<file path="src/rtl/ttt_pkg.sv">
// Shared types and constants for the tic-tac-toe game controller.
package ttt_pkg;

  localparam int NUM_CELLS = 9;

  typedef enum logic [1:0] {
    EMPTY = 2'b00,
    X     = 2'b01,
    O     = 2'b10
  } cell_t;

  typedef enum logic [1:0] {
    PLAY  = 2'b00,
    CHECK = 2'b01,
    SYNC  = 2'b10,
    OVER  = 2'b11
  } ctrl_state_t;

  localparam logic [1:0] WIN_NONE = 2'b00;
  localparam logic [1:0] WIN_X    = 2'b01;
  localparam logic [1:0] WIN_O    = 2'b10;
  localparam logic [1:0] WIN_DRAW = 2'b11;

  // Cell indices of each line: rows, columns, main diagonal, anti-diagonal.
  localparam int WIN_LINES [8][3] = '{
    '{0, 1, 2}, '{3, 4, 5}, '{6, 7, 8},
    '{0, 3, 6}, '{1, 4, 7}, '{2, 5, 8},
    '{0, 4, 8}, '{2, 4, 6}
  };

endpackage

</file>
<file path="src/rtl/win_check.sv">
// Combinational line evaluation over the working board.
// Reports whether any line is complete, a one-hot winning line (lowest
// index wins if a move completes two lines at once) and occupied count.
module win_check
  import ttt_pkg::*;
(
  input  logic [17:0] wboard,
  output logic        line_done,
  output logic [7:0]  win_line,
  output logic [3:0]  occupied
);

  logic [7:0] hit;

  for (genvar l = 0; l < 8; l++) begin : g_line
    logic [1:0] c0, c1, c2;
    assign c0 = wboard[2*WIN_LINES[l][0] +: 2];
    assign c1 = wboard[2*WIN_LINES[l][1] +: 2];
    assign c2 = wboard[2*WIN_LINES[l][2] +: 2];
    assign hit[l] = (c0 != EMPTY) && (c0 == c1) && (c1 == c2);
  end

  // Isolate the lowest complete line so win_line stays one-hot.
  always_comb begin
    line_done = |hit;
    win_line  = hit & (~hit + 8'd1);
  end

  // Count non-empty cells for draw detection.
  always_comb begin
    occupied = '0;
    for (int i = 0; i < NUM_CELLS; i++)
      if (wboard[2*i +: 2] != EMPTY) occupied = occupied + 4'd1;
  end

endmodule

</file>
<file path="src/rtl/game_ctrl.sv">
// Tic-tac-toe game controller with tear-free display board.
// Moves land in a working board; the displayed board is only reloaded on
// frame_start. Optional turn timeout enabled by GAME_CTRL_TIMEOUT_EN.
module game_ctrl
  import ttt_pkg::*;
#(
  parameter int TIMEOUT_FRAMES = 600
) (
  input  logic        CLK25,
  input  logic        RST_BTN,
  input  logic        frame_start,
  input  logic        new_game,
  input  logic        move_valid,
  input  logic [3:0]  move_cell,
  output logic        move_ready,
  output logic        move_ack,
  output logic        move_err,
  output logic [17:0] board,
  output logic        turn,
  output logic [1:0]  winner,
  output logic [7:0]  win_line,
  output logic        game_over,
  output logic        timeout
);

  ctrl_state_t state, state_d;
  logic [17:0] wboard;
  logic [31:0] wb_ext;
  logic [1:0]  cell_val;
  logic        take, cell_ok, legal, illegal, expire;
  logic        line_done, done_q, full_q;
  logic [7:0]  chk_line, line_q;
  logic [3:0]  occupied;
  cell_t       mark;

  win_check u_win_check (
    .wboard    (wboard),
    .line_done (line_done),
    .win_line  (chk_line),
    .occupied  (occupied)
  );

  assign move_ready = (state == PLAY);
  assign take       = move_valid && move_ready;
  assign wb_ext     = {14'b0, wboard};
  assign cell_val   = wb_ext[{move_cell, 1'b0} +: 2];
  assign cell_ok    = (move_cell <= 4'd8) && (cell_val == EMPTY);
  assign legal      = take && !new_game && cell_ok;
  assign illegal    = take && !new_game && !cell_ok;
  assign mark       = turn ? O : X;

  // State register.
  always_ff @(posedge CLK25 or negedge RST_BTN) begin
    if (!RST_BTN) state <= PLAY;
    else          state <= state_d;
  end

  // Next-state logic; new_game overrides everything.
  always_comb begin
    state_d = state;
    case (state)
      PLAY:    if (legal) state_d = CHECK;
      CHECK:   state_d = SYNC;
      SYNC:    if (frame_start) state_d = (done_q || full_q) ? OVER : PLAY;
      OVER:    state_d = OVER;
      default: state_d = PLAY;
    endcase
    if (new_game) state_d = PLAY;
  end

  // Working board, result latching, display and status outputs.
  always_ff @(posedge CLK25 or negedge RST_BTN) begin
    if (!RST_BTN) begin
      wboard    <= '0;
      board     <= '0;
      turn      <= 1'b0;
      winner    <= WIN_NONE;
      win_line  <= '0;
      game_over <= 1'b0;
      move_ack  <= 1'b0;
      move_err  <= 1'b0;
      done_q    <= 1'b0;
      full_q    <= 1'b0;
      line_q    <= '0;
    end else begin
      move_ack <= 1'b0;
      move_err <= 1'b0;
      if (new_game) begin
        wboard    <= '0;
        board     <= '0;
        turn      <= 1'b0;
        winner    <= WIN_NONE;
        win_line  <= '0;
        game_over <= 1'b0;
      end else begin
        case (state)
          PLAY: begin
            if (legal) begin
              for (int i = 0; i < NUM_CELLS; i++)
                if (move_cell == 4'(i)) wboard[2*i +: 2] <= mark;
              move_ack <= 1'b1;
            end else if (illegal) begin
              move_err <= 1'b1;
            end else if (expire) begin
              turn <= ~turn;
            end
          end
          CHECK: begin
            done_q <= line_done;
            line_q <= chk_line;
            full_q <= (occupied == 4'd9);
          end
          SYNC: begin
            if (frame_start) begin
              board <= wboard;
              if (done_q) begin
                winner    <= turn ? WIN_O : WIN_X;
                win_line  <= line_q;
                game_over <= 1'b1;
              end else if (full_q) begin
                winner    <= WIN_DRAW;
                win_line  <= '0;
                game_over <= 1'b1;
              end else begin
                turn <= ~turn;
              end
            end
          end
          default: ;
        endcase
      end
    end
  end

`ifdef GAME_CTRL_TIMEOUT_EN
  localparam int CW = $clog2(TIMEOUT_FRAMES + 1);
  localparam logic [CW-1:0] LAST = CW'(TIMEOUT_FRAMES - 1);

  logic [CW-1:0] frame_cnt;

  // A taken move on the expiring frame wins over the timeout.
  assign expire = (state == PLAY) && frame_start && !take && !new_game &&
                  (frame_cnt == LAST);

  // Idle-frame counter and forfeit pulse.
  always_ff @(posedge CLK25 or negedge RST_BTN) begin
    if (!RST_BTN) begin
      frame_cnt <= '0;
      timeout   <= 1'b0;
    end else begin
      timeout <= expire;
      if (new_game || legal)
        frame_cnt <= '0;
      else if (state == PLAY && frame_start && !take)
        frame_cnt <= expire ? '0 : frame_cnt + 1'b1;
    end
  end
`else
  logic unused_tf;
  assign unused_tf = (TIMEOUT_FRAMES > 0);
  assign expire    = 1'b0;
  assign timeout   = 1'b0;
`endif

endmodule

</file>
<file path="config.mk">
export PLATFORM = sky130hd
export DESIGN_NAME = game_ctrl
export DESIGN_NICKNAME = d
export VERILOG_FILES = /design/src/rtl/ttt_pkg.sv /design/src/rtl/win_check.sv /design/src/rtl/game_ctrl.sv
export SDC_FILE = /design/constraint.sdc
export NUM_CORES = 1
export LEC_CHECK = 0
export CAP_MARGIN = 15
export CORE_UTILIZATION = 33
export DETAILED_ROUTE_END_ITERATION = 8
export GPL_ROUTABILITY_DRIVEN = 1
export PLACE_DENSITY = 0.56
export SYNTH_ARGS = -nofsm -noshare
export SYNTH_HDL_FRONTEND = slang
export SYNTH_SLANG_ARGS = --single-unit
</file>
<file path="constraint.sdc">
create_clock -name CLK25 -period 14.2 [get_ports CLK25]
set_clock_uncertainty 0.05 [all_clocks]
set_input_delay 3.55 -clock CLK25 [delete_from_list [all_inputs] [get_ports CLK25]]
set_output_delay 3.55 -clock CLK25 [all_outputs]
set_load 0.02 [all_outputs]
</file>
Yosys cells after proc, flatten, opt, wreduce, memory -nomap -nowiden. Cells that the tools add are included.

Logic and storage cells: 189. Input port bits: 9. Register bits: 62. Output and inout bits: 34.

Shift-type cells: 1. Add/sub/neg operators: 9. Equal/unequal tests: 32. Muxes and demuxes: 57. Reductions and logical operators: 65. $lt $le $gt $ge: 1. Bitwise logic cells: 4.

Operators by type and width (count): 18-bit 2-to-1 mux (6); 2-bit nonzero test (22); 8-bit 2-to-1 mux (5); 2-bit 2-to-1 mux (19); 2-bit == test (16); 4-bit 2-to-1 mux (8); 32-bit by 6-bit variable part select with 2-bit output (1); 3-bit AND reduction (10); 4-bit by 1-bit adder with 4-bit output (second input constant) (7); 1-bit logical AND (21); 1-bit 2-to-1 mux (18); 4-bit by 3-bit == test with 1-bit output (second input constant) (4); 8-bit by 1-bit adder with 8-bit output (second input constant) (1); 8-bit bitwise AND (1); 4-bit by 2-bit == test with 1-bit output (second input constant) (2); 4-bit == test (second input constant) (2); 8-bit NOT (1); 2-bit case mux with 4 select lines (1); 8-bit OR reduction (1); 2-bit AND reduction (3); 2-bit == test (second input constant) (2); 4-bit by 1-bit == test with 1-bit output (second input constant) (1); 4-bit <= comparator (second input constant) (1); 2-bit logical NOT (2); other kinds (11) (14).

Depth between registers and ports, before layout.
Depth after elaboration: 19. Gate-level depth with buffers: 26. Gate-level depth less buffers: 25.

By module. Synthesis repeated with hierarchy kept, for this count alone.

Cell total of the unflattened synthesis: 421. Area total of the unflattened synthesis: 3807.4 µm².

Modules (own cells, without submodules): game_ctrl (sequential area each 1551.5 µm², instances 1, area an instance 2683.8 µm², cells each 253); win_check (sequential area each 0.0 µm², instances 1, area an instance 1123.6 µm², cells each 168).

Worst setup path after synthesis. Ideal clock, no wire load.

Path kind: input to register. From: input port move_cell[1]. To: register wboard[7]. Required time: 14.018 ns. Buffers on the path: 1. Cell stages on the path: 6. Library setup time: 0.132 ns. Arrival: 4.920 ns. Setup slack: 9.098 ns. Path through: clkbuf_1 mux4_1 nor2b_1 and3_1 a31oi_1 nor2_1.

Word-level cells in the longest chain between the ends: 6. Elaborated cells on any way between the ends: 9. Those cells by class: order compare (1); eq/ne (1); shift (1); reduce/logical (6).

RTL lines: start, declared (RTL line game_ctrl.sv:14) `input logic [3:0] move_cell,`; 32-bit by 6-bit variable part select with 2-bit output (RTL line game_ctrl.sv:46) `assign cell_val = wb_ext[{move_cell, 1'b0} +: 2];`; 2-bit logical NOT (RTL line game_ctrl.sv:47) `assign cell_ok = (move_cell <= 4'd8) && (cell_val == EMPTY);`; 1-bit logical AND (RTL line game_ctrl.sv:47); 1-bit logical AND (RTL line game_ctrl.sv:48) `assign legal = take && !new_game && cell_ok;`; 2-bit nonzero test (no source line); 3-bit AND reduction (no source line) (*); end signal, assigned by index (RTL line game_ctrl.sv:100) `if (move_cell == 4'(i)) wboard[2*i +: 2] <= mark;`; end, declared (RTL line game_ctrl.sv:27) `logic [17:0] wboard;`.

Mark *: on every way between the ends. The rest lies on a longest branch, timed or not. A chain may end at the register's enable or synchronous reset.

Worst setup path after layout.
From: register wboard[2]. To: register full_q.

Word-level cells in the longest chain between the ends: 17.

RTL lines: 2-bit nonzero test (*) (RTL line win_check.sv:33) `if (wboard[2*i +: 2] != EMPTY) occupied = occupied + 4'd1;`; 4-bit 2-to-1 mux (*) (RTL line win_check.sv:33); 4-bit by 1-bit adder with 4-bit output (RTL line win_check.sv:33); 4-bit 2-to-1 mux (*) (RTL line win_check.sv:33); 4-bit by 1-bit adder with 4-bit output (RTL line win_check.sv:33); 4-bit 2-to-1 mux (*) (RTL line win_check.sv:33); 4-bit by 1-bit adder with 4-bit output (RTL line win_check.sv:33); 4-bit 2-to-1 mux (*) (RTL line win_check.sv:33); 4-bit by 1-bit adder with 4-bit output (RTL line win_check.sv:33); 4-bit 2-to-1 mux (*) (RTL line win_check.sv:33); 4-bit by 1-bit adder with 4-bit output (RTL line win_check.sv:33); 4-bit 2-to-1 mux (*) (RTL line win_check.sv:33); 4-bit by 1-bit adder with 4-bit output (RTL line win_check.sv:33); 4-bit 2-to-1 mux (*) (RTL line win_check.sv:33); 4-bit by 1-bit adder with 4-bit output (RTL line win_check.sv:33); 4-bit 2-to-1 mux (*) (RTL line win_check.sv:33); 4-bit == test (*) (RTL line game_ctrl.sv:111) `full_q <= (occupied == 4'd9);`; end signal, assigned (RTL line game_ctrl.sv:111); end, declared (RTL line game_ctrl.sv:31) `logic line_done, done_q, full_q;`.

Marks and branches as above.

==> metrics list <==
- The first global-routing pass estimated ~14 mm of wire.
- The HPWL after detailed placement is about 6.0 mm.
- Sw Ratio: approximately 22%
- The number of buffers and inverters on the critical path is 1.
- From synthesis to final layout, the design area changed by 18.95%.
* Register area share after synthesis: 44.75%
* Power density over the cells: ~95 nW/µm²
- Top fanout value on the critical path: 8
* WS Path Type: flop to flop
- The multi-input combinational cells in the finished layout cover a total of about 1700 µm².
- Post-CTS Hold Buffers: 0
* DRT met1 WL: a little over 4 mm
- The detail route stage leaves a number of antenna-violating nets equal to 0.
- Reg clk slew, reported paths: around 0.070 ns
- After synthesis, the largest family of logic cells by area is simple AND/OR/NAND/NOR gates.
- Main synth FF type: dfrtp_1
- Cells fill between 40% and 50% of the core in the end.
* Sequential cell area: ~1600 µm²
* Post-route minimum period: around 5.5 ns
* Compound-gate portion of the synthesized area: ~16%
- The cell family contributing the most delay on the critical path is adder cells.
- The first detailed-routing pass took 6 iterations.
* Yosys top cell area share: between 40% and 50%
* Fin Setup TNS: 0 ns
* Peak Freq: ~180 MHz
- Vias in the first global route: 2783
- The largest single stage delay on the critical path is a little over 0.5 ns.
- The share of total power dissipated in the clock network is between 40% and 50%.
* Area share of xor/xnor cells in the synthesized design: approximately 4.8%
* Via count normalized by instance count: approximately 5.1
- Outcome: complete, but fails checks
- The synthesized design contains 0 enable-type register cells.
- Cell types with the largest area share after synthesis: dfrtp_1 45%, a21oi_1 6.8%, nand2_1 6.3%
- The routed design uses around 360 µm of met3 wire.
- Area after detailed placement: 3894 µm²
- Of the post-synthesis cell area, the part taken by muxes is under 10%.
- Most frequent standard cell in the layout excluding fill and tap cells: dfrtp_1
* Detailed-route via count: slightly below 3000
- In the final routed layout, each cell accounts on average for about 15 µm.
- The worst setup path is launched from a flop.
- Most numerous cell on the critical path: ha_1
- Antenna violations before repair: 0
- Highest metal used: met4
- Counting the fill cells in the layout gives 1060.
- HP Class: flop to flop
- Violated checks: DRC
* Leading area contributor after synthesis: dfrtp_1
- In the layout the commonest cells are 62 x dfrtp_1, 58 x nand2_1, 55 x nor2_1.
* Netlist area before placement: around 3500 µm²
- The tool flagged a number of max-cap violations equal to 0.
* Finish-stage setup viols: 0
* Share of power burned in combinational logic: slightly above 6%
* Post-Synth Simple-Gate Area: 25.26%
- In the final design database the tool counted ~440 nets.
* Horizontal extent of the die: 104.5 µm
- In this run the count of I/O pins placed on the die edge is 43.
- Slew margin rel.: 35.77%
* Count of port buffers added during placement: a little over 40
- Drt first-iter violations: 222
- Critical path endpoint category: flop
- For this design, the sink count on the clock tree is 62.
- Depth of the critical timing path with buffers and inverters included: 25
* Final non-filler cell area: roughly 4100 µm²
- Summed over all nets, the switching power comes to between 0.08 and 0.09 mW.
- Cells with a size suffix above 1 make up under 10% of the layout.
* Synthesized Nets: about 420
- Synth async-reset ratio: 100.0%
- TritonCTS built the clock tree.
- Routability-driven placement finished with a final weighted congestion of 0.7807.
- Std-Cell Rows: 37
- After detailed routing, the number of remaining DRC violations is 2.
- The final layout contains routed wiring with a total length of 8.515 mm.
- Number of buffers created by CTS: 9
- H-tree Lvls: 3
- Wire segments on met2 add up to approximately 4 mm in the final route.
- The clock passes through at most 2 buffers.
* Cells on Worst Hold Path: 2
* Slowest cell on the critical path: dfrtp_1
- CP Data Required Time: roughly 14 ns
* Leakage power of the design: 1.765 nW
- Share of the clock period used by the worst path: 38.88%
- The completed layout was analyzed and its total power is between 0.3 and 0.4 mW.
- Clock latency on the worst-skew pair, taken at its later pin, is 0.33 ns.
- Mean area per synthesized cell: approximately 8.5 µm²
- Transition at the pin with the smallest max-transition slack: slightly below 1 ns
* Die Area: about 11000 µm²
* Maximum number of pins on one net before global-route repair: 63
- The netlist uses 49 different library cells.
* Overall Global Routing Usage: about 17%
- Unrepaired setup endpoints after global routing: false
- The core region is around 10000 µm².
- For the worst setup path, the data arrival time is approximately 5.7 ns.
- Cell count after synthesis: ~400
* Post-CTS repair timing setup buffer count: 0
- Internal power comes to roughly 0.30 mW.
- The number of antenna diodes in the final layout is 0.
- Across the VDD grid, the largest voltage drop is about 0.000054 V.
- Fin. max-slew vios: 0
- Adder-cell share of the synthesized area: 2.165%
* Starting density of the core: approximately a third
- The floorplan step set the die height to 104.5 µm.
- The number of endpoints with negative hold slack in the final report was 0.
* Worst-case reg-to-reg path depth: 25
- Register bit count reported by yosys: 62
* Global-route congestion overflow total: 0
* Post-CTS Resized: 0
* Clock root buffer: clkbuf_8
- Synth warnings: 0
- Sequential power share: between 40% and 50%
==> final timing paths <==
kind,end,slack [ns],start
hold reg to reg,line_q[7],0.44,line_q[7]
setup / recovery,full_q,8.68,wboard[2]
setup reg to reg,full_q,8.68,wboard[2]
hold / removal,line_q[7],0.44,line_q[7]
max in group asynchronous,wboard[13],10.26,RST_BTN
min in group asynchronous,win_line[3],3.32,RST_BTN
==> layer usage <==
layer | vias up | global-route usage (%)
li1 | 1444 | -
met1 | 1399 | 23.07
met2 | 66 | 25.02
met3 | 8 | 3.947
met4 | 0 | 5.306
met5 | - | 0
==> power groups by stage <==
stage	sequential [mW]	clock, mW	combinational [mW]
after floorplan	0.184	0	0.0147
after global placement	0.184	0	0.0245
after detailed placement	0.184	0	0.0246
after CTS	0.181	0.189	0.0245
after global routing	0.181	0.197	0.0273
final	0.181	0.185	0.0242
==> synth_stat cells, drive strengths merged, types with 2 or more instances <==
cell type	count
clkbuf	22
o31ai	3
xor2	4
buf	9
and3b	2
and4	2
mux4	2
nand3b	3
xnor2	10
and3	3
nand2	58
o22ai	2
a31oi	13
a22oi	8
a32o	2
ha	6
nor2b	12
nor2	58
dfrtp	62
nor4	3
o21ai	17
a21oi	47
nor3	3
and2	2
nor4b	2
nand4	2
or2	4
inv	7
nand3	19
or3	9
==> layout make-up <==
cell class	count	area share (%)
clock buffer	12	3.277
sequential	62	37.62
inverter	7	0.6371
clock inverter	4	2.306
multi-input combinational	306	42.14
tap	136	4.126
timing repair buffer	42	9.891
==> sequential cells by signal (all words and copies together), names as in the netlist <==
register and count:
full_q 1, game_over 1, wboard 18, winner 2
line_q 8, done_q 1, state 2, move_ack 1
win_line 8, move_err 1, turn 1, board 18
==> per-stage QoR <==
| stage | hold slack, ns | std cells | worst slack (ns) |
|---|---|---|---|
| 2_1_floorplan | 0.3994 | 406 | 9.098 |
| 5_1_grt | 0.4672 | 569 | 8.171 |
| 3_5_place_dp | 0.4233 | 553 | 8.468 |
| 3_3_place_gp | 0.4157 | 553 | 8.519 |
| 6_report | 0.4358 | 569 | 8.679 |
| 4_1_cts | 0.4395 | 569 | 8.711 |
==> worst reg2reg max path, cell delays in order (launching register included) <==
cell and delay [ns]:
dfrtp_1 0.51, nor2_2 0.17, xnor3_2 0.50, ha_1 0.30, o21ai_0 0.13, nand2_1 0.10, ha_1 0.27, o21ai_0 0.07
o31ai_1 0.11, a31oi_1 0.32, inv_1 0.09, ha_1 0.32, nor2_1 0.16, a21oi_1 0.06, ha_1 0.28, nor2_1 0.15
o22ai_1 0.12, ha_1 0.34, nor2_1 0.05, a221oi_1 0.39, ha_1 0.23, nand2_1 0.06, xnor2_1 0.19, xnor2_1 0.14
nand4_1 0.11, o31ai_1 0.20
==> cells by family (layout without fill, tap and decap cells) <==
| family | after synthesis | count (layout) |
|---|---|---|
| mux | 3 | 3 |
| compound gates | 97 | 97 |
| other cells | 1 | 1 |
| buf+inv | 38 | 65 |
| fa+ha+maj | 6 | 6 |
| xor+xnor | 15 | 15 |
| flops | 62 | 62 |
| simple gates | 184 | 184 |
(Power assumes the default switching activity.)
